**config.mk**
```make
export PLATFORM = sky130hd
export DESIGN_NAME = lfsr_arbiter
export DESIGN_NICKNAME = d
export VERILOG_FILES = /design/src/rtl/lfsr_arbiter.sv
export SDC_FILE = /design/constraint.sdc
export NUM_CORES = 1
export LEC_CHECK = 0
export ABC_AREA = 0
export CAP_MARGIN = 40
export CELL_PAD_IN_SITES_DETAIL_PLACEMENT = 0
export CELL_PAD_IN_SITES_GLOBAL_PLACEMENT = 1
export CORE_MARGIN = 8
export CORE_UTILIZATION = 45
export DETAILED_ROUTE_END_ITERATION = 8
export PLACE_DENSITY = 0.92
export SYNTH_ARGS = -nofsm -noshare
export SYNTH_HDL_FRONTEND = slang
export SYNTH_SLANG_ARGS = --single-unit
```
**constraint.sdc**
```tcl
create_clock -name in_clk -period 3.3 [get_ports in_clk]
set_input_delay 0.66 -clock in_clk [delete_from_list [all_inputs] [get_ports in_clk]]
set_output_delay 0.66 -clock in_clk [all_outputs]
set_load 0.02 [all_outputs]
```
**src/rtl/lfsr_arbiter.sv**
```systemverilog
// lfsr_arbiter: one 8-bit LFSR shared among N_REQ requesters.
// Round-robin arbitration picks one requester per cycle. The winner gets
// the current LFSR value, and the LFSR then advances by one step.
// The block also measures the number of steps from the seed back to the seed.
module lfsr_arbiter #(
    parameter int unsigned N_REQ = 4,
    localparam int unsigned DATA_W = 8,
    localparam int unsigned CNT_W = 16
) (
    input  logic              in_clk,
    input  logic              in_n_rst,
    input  logic              cfg_valid,
    input  logic [DATA_W-1:0] cfg_taps,
    input  logic [DATA_W-1:0] cfg_seed,
    input  logic [N_REQ-1:0]  req,
    output logic [N_REQ-1:0]  grant,
    output logic [DATA_W-1:0] rnd_data,
    output logic              rnd_valid,
    output logic              configured,
    output logic              seed_err,
    output logic              wrap,
    output logic [CNT_W-1:0]  period_len
);

    localparam int unsigned PTR_W = (N_REQ > 1) ? $clog2(N_REQ) : 1;

    typedef enum logic {
        ST_UNCFG = 1'b0,
        ST_RUN   = 1'b1
    } state_t;

    state_t              state_q, state_d;
    logic [DATA_W-1:0]   lfsr_q, lfsr_d;
    logic [DATA_W-1:0]   taps_q, taps_d;
    logic [DATA_W-1:0]   seed_q, seed_d;
    logic [CNT_W-1:0]    cnt_q, cnt_d;
    logic [PTR_W-1:0]    ptr_q, ptr_d;

    logic [N_REQ-1:0]    grant_d;
    logic [DATA_W-1:0]   rnd_data_d;
    logic                rnd_valid_d;
    logic                configured_d;
    logic                seed_err_d;
    logic                wrap_d;
    logic [CNT_W-1:0]    period_d;

    logic                pick_found;
    logic [PTR_W-1:0]    pick_idx;
    logic [PTR_W-1:0]    cand;
    logic [DATA_W-1:0]   lfsr_next;
    logic [CNT_W-1:0]    cnt_inc;

    // One LFSR step. The value shifts right, and v[0] always feeds back.
    // Tap bit k adds v[7-k] to the feedback. Tap bit 7 is not used.
    function automatic logic [DATA_W-1:0] lfsr_step(input logic [DATA_W-1:0] v,
                                                    input logic [DATA_W-1:0] t);
        logic fb;
        fb = v[0];
        for (int k = 0; k < DATA_W - 1; k++) begin
            fb = fb ^ (t[k] & v[DATA_W-1-k]);
        end
        return {fb, v[DATA_W-1:1]};
    endfunction

    // Round-robin pick: find the first set request, searching upward from ptr with wrap-around.
    always_comb begin
        pick_found = 1'b0;
        pick_idx   = '0;
        cand       = '0;
        for (int unsigned i = 0; i < N_REQ; i++) begin
            cand = PTR_W'((32'(ptr_q) + i) % N_REQ);
            if (!pick_found && req[cand]) begin
                pick_found = 1'b1;
                pick_idx   = cand;
            end
        end
    end

    // Next LFSR value and the step count that saturates at its maximum.
    always_comb begin
        lfsr_next = lfsr_step(lfsr_q, taps_q);
        cnt_inc   = (cnt_q == '1) ? cnt_q : cnt_q + CNT_W'(1);
    end

    // Next-state and registered-output logic. Configuration takes priority over arbitration.
    always_comb begin
        state_d      = state_q;
        lfsr_d       = lfsr_q;
        taps_d       = taps_q;
        seed_d       = seed_q;
        cnt_d        = cnt_q;
        ptr_d        = ptr_q;
        grant_d      = '0;
        rnd_data_d   = rnd_data;
        rnd_valid_d  = 1'b0;
        configured_d = configured;
        seed_err_d   = 1'b0;
        wrap_d       = 1'b0;
        period_d     = period_len;

        if (cfg_valid) begin
            if (cfg_seed == '0) begin
                // An all-zero seed would lock the LFSR at zero, so it is rejected.
                seed_err_d = 1'b1;
            end else begin
                taps_d       = cfg_taps;
                seed_d       = cfg_seed;
                lfsr_d       = cfg_seed;
                cnt_d        = '0;
                configured_d = 1'b1;
                state_d      = ST_RUN;
            end
        end else begin
            case (state_q)
                ST_UNCFG: begin
                    // Requests are dropped until a seed has been loaded.
                end
                ST_RUN: begin
                    if (pick_found) begin
                        grant_d     = N_REQ'(1) << pick_idx;
                        ptr_d       = (pick_idx == PTR_W'(N_REQ - 1)) ? '0 : pick_idx + PTR_W'(1);
                        rnd_data_d  = lfsr_q;
                        rnd_valid_d = 1'b1;
                        lfsr_d      = lfsr_next;
                        cnt_d       = cnt_inc;
                        if (lfsr_next == seed_q) begin
                            wrap_d   = 1'b1;
                            period_d = cnt_inc;
                            cnt_d    = '0;
                        end
                    end
                end
                default: state_d = ST_UNCFG;
            endcase
        end
    end

    // State and output registers with asynchronous active-low reset.
    always_ff @(posedge in_clk or negedge in_n_rst) begin
        if (!in_n_rst) begin
            state_q    <= ST_UNCFG;
            lfsr_q     <= '0;
            taps_q     <= '0;
            seed_q     <= '0;
            cnt_q      <= '0;
            ptr_q      <= '0;
            grant      <= '0;
            rnd_data   <= '0;
            rnd_valid  <= 1'b0;
            configured <= 1'b0;
            seed_err   <= 1'b0;
            wrap       <= 1'b0;
            period_len <= '0;
        end else begin
            state_q    <= state_d;
            lfsr_q     <= lfsr_d;
            taps_q     <= taps_d;
            seed_q     <= seed_d;
            cnt_q      <= cnt_d;
            ptr_q      <= ptr_d;
            grant      <= grant_d;
            rnd_data   <= rnd_data_d;
            rnd_valid  <= rnd_valid_d;
            configured <= configured_d;
            seed_err   <= seed_err_d;
            wrap       <= wrap_d;
            period_len <= period_d;
        end
    end

endmodule

```
==> reports/results.ini, run 1 <==
[run_status]
status = finished clean

[floorplan]
die-area_sq_um = 11200
rows = 32
floorplan.die.width_microns = 106
fp.coreArea_sq_um = 7770
ioPinCount = 55
start_util_pct = 46.7
chipHeight_microns = 106

[synth]
synthArstFlopShare_pct = 100
synth_cell_types = 43
synth_seq_area_share_pct = 50.4
ys_ff_latch = 73
synth-edff-count = 0
synthCells = 380
synthFlopType = dfrtp_1
syn_nets = 408
yosysTopAreaCell = dfrtp_1
synth_top_area_share_pct = 50.4
synth.avg_cell_area_sq_um = 9.54
synth-warning-count = 0
ys_top_cells_by_area = dfrtp_1 (50%), nand2_1 (10%), xnor2_1 (6.8%)
syn_area_sq_um = 3620

[routing]
drtAntennaViolNets = 0
routed_wl_microns = 8380
firstDrtPassIters = 4
routed-via-count = 2898
via_per_inst = 5.32
drc = 0
wl_per_cell_microns = 15.4
drt-initial-drc-count = 200

[timing]
tightest_slew_ns = 0.811
max-slew-margin-rel_pct = 46.0
grt_setup_unrepaired = false
finalCritPeriodShare_pct = 77.0
clock_skew_ns = 0.00900
drv_slew = 0
setup-tns-final_ns = 0
fmax_mhz = 394
hold_viol_final = 0
period_needed_ns = 2.54
setup_viol = 0

[critical_path]
slowest_stage = xnor3_2
critPathKind = register to register
crit_path_max_fanout = 30
crit_chain = nand2_1, xnor2_1, xnor2_1, xnor3_2, nor3_4, buf_12, mux2_2
critPathMaxStageDelay_ns = 0.54
crit_path_start_kind = register
cp_common_cell = xnor2_1
crit_required_ns = 3.54
end_kind = register
crit_arrival_ns = 2.78

[grt]
met2_usage_pct = 25.3
grt_pass1_wl_microns = 14600
globalRouteOverflowTotal = 0
top_usage_layer = met2
use_met3_pct = 3.23
antenna_found_initial = 0
track_usage_pct = 15.8
grt_use_met1_pct = 19.8
grt_max_degree = 40
grt_pass1_vias = 3048

[clock_tree]
cts_resized = 0
h-tree-depth = 3
postCtsSetupRepairBufs = 0
hold_buffers = 0
cts_max_path_buffers = 2
clkTransAtPathRegs_ns = 0.08
clk_latency_ns = 0.35
cts_root_buf = clkbuf_8
cts_tree = yes
cts.sinks = 73
cts_buffers = 9

[pwr]
p_int_w = 0.00165
p_seq_share_pct = 45.1
pwr-share-clk_pct = 32.4
p_leak_nw = 2.02
switching_share_pct = 30.2
pwr_density_cell_nw_per_um2 = 525
peakVddDrop_uv = 285
p_comb_share_pct = 22.5
switchingPower_w = 0.000717

[hold_path]
hp-class = input port to async pin

[cells_and_area]
finalNonFillerCells = 545
fin_nets = 466
final_util_pct = 58.1
antenna_cells = 0
drive_gt1_share_pct = 10.4
n_fill_cell = 705
area_delta_synth_final_pct = 24.6

[placement]
place_inst = 529
hpwl_microns = 5880
port_buffers = 53
gp_congestion = 0.891

[run]
max_cap_violations = 0

## metal layers
layer,part of all wire [%],vias up
met1,45,1394
met4,2.1,0
met2,48,82
li1,-,1406
met3,5.4,16
met5,0,-
## power by group through the flow
| stage | Combinational (W) | Clock, W | Sequential [W] |
|---|---|---|---|
| global placement | 0.000521 | 0 | 0.00108 |
| detailed placement | 0.000535 | 0 | 0.00109 |
| floorplan | 0.000275 | 0 | 0.00112 |
| finish | 0.000534 | 0.000768 | 0.00107 |
| CTS | 0.000539 | 0.000780 | 0.00107 |
| global route | 0.000589 | 0.000815 | 0.00108 |
## cells in the final DEF, fill, tap and decap left out, types with 3 or more instances in the layout
cell,instances
o21ai_0,14
nand3_1,7
ha_1,5
or3_1,3
xnor2_1,28
clkdlybuf4s50_1,52
nor2_1,14
dfrtp_1,73
clkbuf_8,9
nor3_1,19
buf_4,7
xor2_1,8
and2_1,4
nand4_1,8
or2_2,3
o211ai_1,5
mux2_2,15
nand2_1,99
and3_1,7
a21oi_1,10
inv_1,14
## cells in the mapped netlist, drive strengths merged (2+ instances only)
| master | instances |
|---|---|
| nor3 | 20 |
| and2 | 4 |
| a222oi | 2 |
| a22o | 2 |
| buf | 4 |
| ha | 5 |
| o21ai | 14 |
| o211ai | 5 |
| dfrtp | 73 |
| clkbuf | 11 |
| nor2 | 14 |
| nor4 | 2 |
| a21oi | 10 |
| or3 | 3 |
| inv | 14 |
| a211oi | 2 |
| nand4 | 8 |
| nand3 | 7 |
| xor2 | 8 |
| mux2 | 16 |
| xnor2 | 28 |
| a31oi | 2 |
| nand2 | 99 |
| or2 | 3 |
| a22oi | 2 |
| mux2i | 2 |
| and3 | 7 |
## final cells by class
class	instances	area, sq um	share of cell area [%]
multi-input cells	277	1670	36.9
flip-flops and latches	73	1830	40.5
clock buffers	9	124	2.74
repair buffers	62	618	13.7
well taps	102	128	2.83
clock inverters	7	95.1	2.11
inverters	15	56.3	1.25
## critical path: cells and delay by family (launching register included)
family / cells / cell delay (ns)
buf+inv: 1 / 0.21
flops: 1 / 0.48
mux: 1 / 0.35
simple gates: 2 / 0.34
xor+xnor: 3 / 1.03
## sequential cells by signal, indices dropped and copies added (netlist names), 2 cells and up
register / flops
cnt_q: 16
grant: 4
lfsr_q: 8
period_len: 16
ptr_q: 2
rnd_data: 8
seed_q: 8
taps_q: 7
## worst paths after layout
path / from / endpoint / slack [ns] / depth (start not counted)
setup reg to reg: lfsr_q[3] / period_len[6] / 0.76 / 7
min in group in_clk: rnd_data[6] / rnd_data[6] / 0.48 / 2
setup / recovery: lfsr_q[3] / period_len[6] / 0.76 / 7
max in group asynchronous: in_n_rst / period_len[11] / 2.22 / 2
hold / removal: in_n_rst / rnd_valid / 0.39 / 1
hold reg to reg: rnd_data[6] / rnd_data[6] / 0.48 / 2
## metrics by stage
step	setup slack, ns	power (W)	instance area (sq um)	hold slack, ns
finish	0.759	0.00237	4520	0.389
floorplan	1.14	0.00139	3620	0.364
global route	0.629	0.00249	4520	0.453
global placement	0.706	0.00160	4300	0.460
detailed placement	0.692	0.00162	4300	0.465
CTS	0.736	0.00239	4520	0.405
## cell families (layout without fill, tap and decap cells)
group                    Yosys count  in the layout  synth area share (%)
adder cells (fa/ha/maj)            5              5                  1.73
AND/OR/NAND/NOR                  170            170                  21.0
buffers and inverters             30             93                  3.59
AO/OA/AOI/OAI                     47             47                  8.42
flip-flops                        73             73                  50.4
multiplexers                      18             18                  5.52
XOR/XNOR                          37             37                  9.35
Note: power is estimated with default switching activity, not from simulation.
==> run 2, diff against run 1 <==
--- a/config.mk
+++ b/config.mk
@@ -10,9 +10,9 @@
 export CELL_PAD_IN_SITES_DETAIL_PLACEMENT = 0
 export CELL_PAD_IN_SITES_GLOBAL_PLACEMENT = 1
 export CORE_MARGIN = 8
-export CORE_UTILIZATION = 45
+export CORE_UTILIZATION = 37
 export DETAILED_ROUTE_END_ITERATION = 8
-export PLACE_DENSITY = 0.92
+export PLACE_DENSITY = 0.82
 export SYNTH_ARGS = -nofsm -noshare
 export SYNTH_HDL_FRONTEND = slang
 export SYNTH_SLANG_ARGS = --single-unit
==> constraint.sdc (replaced) <==
create_clock -name in_clk -period 2.25 [get_ports in_clk]
set_input_delay 0.45 -clock in_clk [delete_from_list [all_inputs] [get_ports in_clk]]
set_output_delay 0.45 -clock in_clk [all_outputs]
set_load 0.02 [all_outputs]
==> run 2 against run 1 <==
Against the previous run:
- highest routed layer unchanged
- sequential power rose by 43%
- critical path type unchanged
- global-route usage fell by 1.8 points
- core utilization fell by 6.4 points
- via count rose by 5.2%
- design area rose by 11%
- die area rose by 18%
- non-clock buffer count rose by 49
- worst hold slack got worse by 0.35 ns
- clock power rose by 50%
==> reports/results.ini, run 2 (synthesis gave the netlist of run 1 again) <==
[run_status]
status = finished clean

[placement]
gp_congestion = 0.911
dp_slack_ns = -0.0245
port_buffers = 53
hpwl_microns = 6480

[pwr]
switching_share_pct = 29.3
p_comb_share_pct = 26.3
p_leak_nw = 2.30
power_w = 0.00364
pwr_density_cell_nw_per_um2 = 729
p_seq_share_pct = 42.1
peakVddDrop_uv = 307
pwr-share-clk_pct = 31.6
p_int_w = 0.00257
switchingPower_w = 0.00107

[clock_tree]
hold_buffers = 0
cts_max_path_buffers = 2
cts_root_buf = clkbuf_8
cts_tree = yes
cts.sinks = 73
clkTransAtPathRegs_ns = 0.08
clk_latency_ns = 0.34
cts_buffers = 9
h-tree-depth = 3

[cells_and_area]
fin_nets = 515
area_delta_synth_final_pct = 37.7
n_fill_cell = 908
layout_common_cells = nand2_1 (99), dfrtp_1 (73), buf_4 (53), clkdlybuf4s50_1 (52), xnor2_1 (26)
antenna_cells = 0
drive_gt1_share_pct = 19.7
final_util_pct = 51.8
mostFrequentLayoutCell = nand2_1
reg_top3 = cnt_q x16, period_len x16

[routing]
routed-via-count = 3048
routed_wl_microns = 9150
wl_per_cell_microns = 14.6
drc = 0
firstDrtPassIters = 4
drtAntennaViolNets = 0
via_per_inst = 4.88
drt-initial-drc-count = 253

[floorplan]
start_util_pct = 37.6
rows = 36
floorplan.die.width_microns = 115
ioPinCount = 55
chipHeight_microns = 115
die-area_sq_um = 13200
fp.coreArea_sq_um = 9640

[timing]
tightest_slew_ns = 0.410
finalCritPeriodShare_pct = 97.4
hold_viol_final = 0
hold_slack_ns = 0.0366
max-slew-margin-rel_pct = 72.4
setup_viol = 0
fmax_mhz = 456
period_needed_ns = 2.19
setup_slack_ns = 0.0577
drv_slew = 0
clock_skew_ns = 0.0115

[critical_path]
crit_path_start_kind = register
ff2ff_setup_slack_ns = 0.06
crit_arrival_ns = 2.42
crit_path_max_fanout = 10
slowest_stage = dfrtp_1
crit_chain = buf_4, xnor2_1, nand4_1, or2_2, nor3_4, buf_12, clkbuf_16, mux2_2
end_kind = register
crit_required_ns = 2.48
critPathMaxStageDelay_ns = 0.39
critPathKind = register to register

[grt]
antenna_found_initial = 0
grt_pass1_vias = 3102
globalRouteOverflowTotal = 0
grt_pass1_wl_microns = 14800
grt_max_degree = 35
track_usage_pct = 14.0

[run]
max_cap_violations = 0

[hold_path]
hp-class = input port to async pin

==> run 2: final cells by class <==
| type | instances | area (sq um) | share of cell area, % |
|---|---|---|---|
| Sequential cell | 73 | 1830 | 36.6 |
| Multi-Input combinational cell | 277 | 1690 | 33.8 |
| Timing Repair Buffer | 111 | 1030 | 20.7 |
| Tap cell | 133 | 166 | 3.33 |
| Clock buffer | 11 | 141 | 2.83 |
| Clock inverter | 5 | 78.8 | 1.58 |
| Inverter | 15 | 56.3 | 1.13 |
==> run 2: worst paths after layout <==
path,startpoint,depth (start not counted),end
setup reg to reg,lfsr_q[2],8,period_len[8]
max in group asynchronous,in_n_rst,2,period_len[7]
hold / removal,in_n_rst,1,seed_q[6]
setup / recovery,lfsr_q[2],8,period_len[8]
min in group in_clk,taps_q[2],2,taps_q[2]
hold reg to reg,taps_q[2],2,taps_q[2]
==> run 2: routing by layer <==
layer	track usage (%)	share of wire (%)
met5	0	0
met4	6.30	1.0
met3	2.47	5.8
met2	23.0	48
met1	17.7	45
==> run 2: power by group through the flow <==
stage	clock network [W]	logic, W	registers [W]
2_1_floorplan	0	0.000403	0.00164
3_3_place_gp	0	0.000930	0.00155
3_5_place_dp	0	0.000935	0.00156
4_1_cts	0.00117	0.000942	0.00153
5_1_grt	0.00122	0.00104	0.00155
6_report	0.00115	0.000957	0.00153
==> run 2: worst max-delay path: cells and delay by family (launching register included) <==
family / cells / cell delay (ns)
buffers and inverters: 3 / 0.45
AND/OR/NAND/NOR: 3 / 0.75
flip-flops: 1 / 0.39
XOR/XNOR: 1 / 0.17
multiplexers: 1 / 0.33
==> run 2: metrics by stage <==
stage,TNS (ns),instance area [sq um],instances
global placement,-0.0399,4660,603
CTS,0,4880,619
finish,0,4990,625
floorplan,0,3620,380
detailed placement,-0.0332,4660,603
global route,-0.231,4990,625
==> run 2: what timing repair did <==
item | CTS | global route
endpoints found under the hold margin | 0 | 0
gates resized for setup | 1 | 2
pin swaps | 0 | 3
setup endpoints to repair | 2 | 15
buffers inserted | 0 | 4
cloned | 0 | 2
==> run 3, diff against run 2 <==
--- a/config.mk
+++ b/config.mk
@@ -9,8 +9,8 @@
 export CAP_MARGIN = 40
 export CELL_PAD_IN_SITES_DETAIL_PLACEMENT = 0
 export CELL_PAD_IN_SITES_GLOBAL_PLACEMENT = 1
-export CORE_MARGIN = 8
 export CORE_UTILIZATION = 37
+export CTS_CLUSTER_SIZE = 30
 export DETAILED_ROUTE_END_ITERATION = 8
 export PLACE_DENSITY = 0.82
 export SYNTH_ARGS = -nofsm -noshare
==> run 3 against run 2 <==
Against the previous run:
- global-route usage grew 4.3 points
- sequential power is essentially flat
- design area shrank 0.50%
- sequential cell count is the same
- critical path depth shrank 1
- core utilization grew 1.2 points
- maximum frequency grew 1.0%
- combinational power grew 2%
- register-to-register slack gained 0.02 ns
- die area shrank 23%
- sequential share of layout area grew 0.21 points
- largest cell class unchanged
- highest routed layer unchanged
==> reports/results.ini, run 3 (synthesis gave the netlist of run 1 again) <==
[run_status]
status = finished clean

[routing]
firstDrtPassIters = 4
routed_wl_microns = 8900
routed-via-count = 3045
drt-initial-drc-count = 230
via_per_inst = 4.92
drc = 0
drtAntennaViolNets = 0
wl_per_cell_microns = 14.4

[placement]
gp_congestion = 0.865
port_buffers = 53
place_area_sq_um = 4620
hpwl_microns = 6110

[floorplan]
floorplan.die.width_microns = 101
chipHeight_microns = 101
die-area_sq_um = 10200
fp.coreArea_sq_um = 9370
rows = 35
ioPinCount = 55
start_util_pct = 38.7

[critical_path]
crit_path_max_fanout = 12
worst_r2r_endpoint = period_len[10]
r2r_start = lfsr_q[0]
slowest_stage = dfrtp_2
reg2reg_depth = 7
end_kind = register
ff2ff_setup_slack_ns = 0.08
path_buf_inv = 2
crit_arrival_ns = 2.40
crit_chain = xor2_2, xnor2_2, xnor3_2, nor3_4, buf_4, buf_12, mux2_2
critPathKind = register to register
crit_required_ns = 2.48
worstSetupPathDepth = 7
crit_path_start_kind = register
critPathMaxStageDelay_ns = 0.46
crit_family = XOR/XNOR gates

[timing]
period_needed_ns = 2.17
hold_viol_final = 0
setup-tns-final_ns = 0
tightest_slew_ns = 0.419
hold_slack_ns = 0.127
finalCritPeriodShare_pct = 96.5
max-slew-margin-rel_pct = 72.1
drv_slew = 0
setup_viol = 0
clock_skew_ns = 0.0102
fmax_mhz = 461

[clock_tree]
clk_latency_ns = 0.35
cts_root_buf = clkbuf_8
clkTransAtPathRegs_ns = 0.08
cts.sinks = 73
cts_buffers = 9
cts_tree = yes
h-tree-depth = 3
cts_max_path_buffers = 2
hold_buffers = 0

[cells_and_area]
area_delta_synth_final_pct = 37.0
antenna_cells = 0
fin_nets = 514
drive_gt1_share_pct = 20.2
mostFrequentLayoutCell = nand2_1
n_fill_cell = 908
reg_top3 = cnt_q x16, period_len x16
final_util_pct = 53.0
layout_common_cells = nand2_1 (99), dfrtp_1 (72), buf_4 (53), clkdlybuf4s50_1 (52), xnor2_1 (25)
design_area_sq_um = 4970

[grt]
grt_pass1_wl_microns = 14300
grt_max_degree = 74
grt_pass1_vias = 2957
antenna_found_initial = 0
globalRouteOverflowTotal = 0
track_usage_pct = 18.4

[pwr]
pwr_density_cell_nw_per_um2 = 728
peakVddDrop_uv = 342
p_leak_nw = 2.29

[hold_path]
hp-class = input port to async pin

[run]
max_cap_violations = 0

## run 3: cell type report
| cell class | count | area (sq um) | area share, % |
|---|---|---|---|
| Sequential cell | 73 | 1830 | 36.8 |
| Multi-Input combinational cell | 277 | 1710 | 34.5 |
| Inverter | 15 | 56.3 | 1.13 |
| Timing Repair Buffer | 110 | 1000 | 20.1 |
| Tap cell | 129 | 161 | 3.25 |
| Clock buffer | 10 | 128 | 2.57 |
| Clock inverter | 5 | 81.3 | 1.64 |
## run 3: power by group
group          switching, W  internal, W  leakage (nW)
sequential        0.0000875      0.00145         0.940
combinational      0.000494     0.000482          1.24
clock              0.000489     0.000619         0.102
## run 3: how the worst max path moves through the flow
stage	from	to	slack, ns
finish	lfsr_q[0]	period_len[10]	0.08
global route	cnt_q[10]	cnt_q[15]	-0.007
CTS	lfsr_q[1]	period_len[0]	0.04
detailed placement	cfg_valid	cnt_q[7]	-0.003
global placement	cfg_valid	cnt_q[11]	0.01
floorplan	lfsr_q[3]	period_len[0]	0.09
## run 3: timing repair
item                                    in CTS  in global routing
resized for setup                            0                  9
setup buffers                                0                  7
endpoints found under the setup margin       0                 17
## run 3: worst reg2reg max path, stage by stage, from the launching register on
cell and delay (ns):
dfrtp_2 0.46, xor2_2 0.21, xnor2_2 0.20, xnor3_2 0.41
nor3_4 0.15, buf_4 0.15, buf_12 0.13, mux2_2 0.34
## run 3: stage by stage
step | worst slack (ns) | cells | total power [W]
final | 0.0798 | 619 | 0.00362
after global routing | -0.00669 | 619 | 0.00380
after CTS | 0.0395 | 610 | 0.00360
after detailed placement | -0.00252 | 595 | 0.00249
after global placement | 0.0127 | 595 | 0.00247
after floorplan | 0.0902 | 380 | 0.00204
## run 3: per-layer routing
layer / track usage, % / vias up / part of all wire [%]
li1: - / 1497 / -
met1: 25.3 / 1475 / 48
met2: 28.7 / 61 / 47
met3: 2.70 / 12 / 3.6
met4: 8.14 / 0 / 1.8
met5: 0 / - / 0
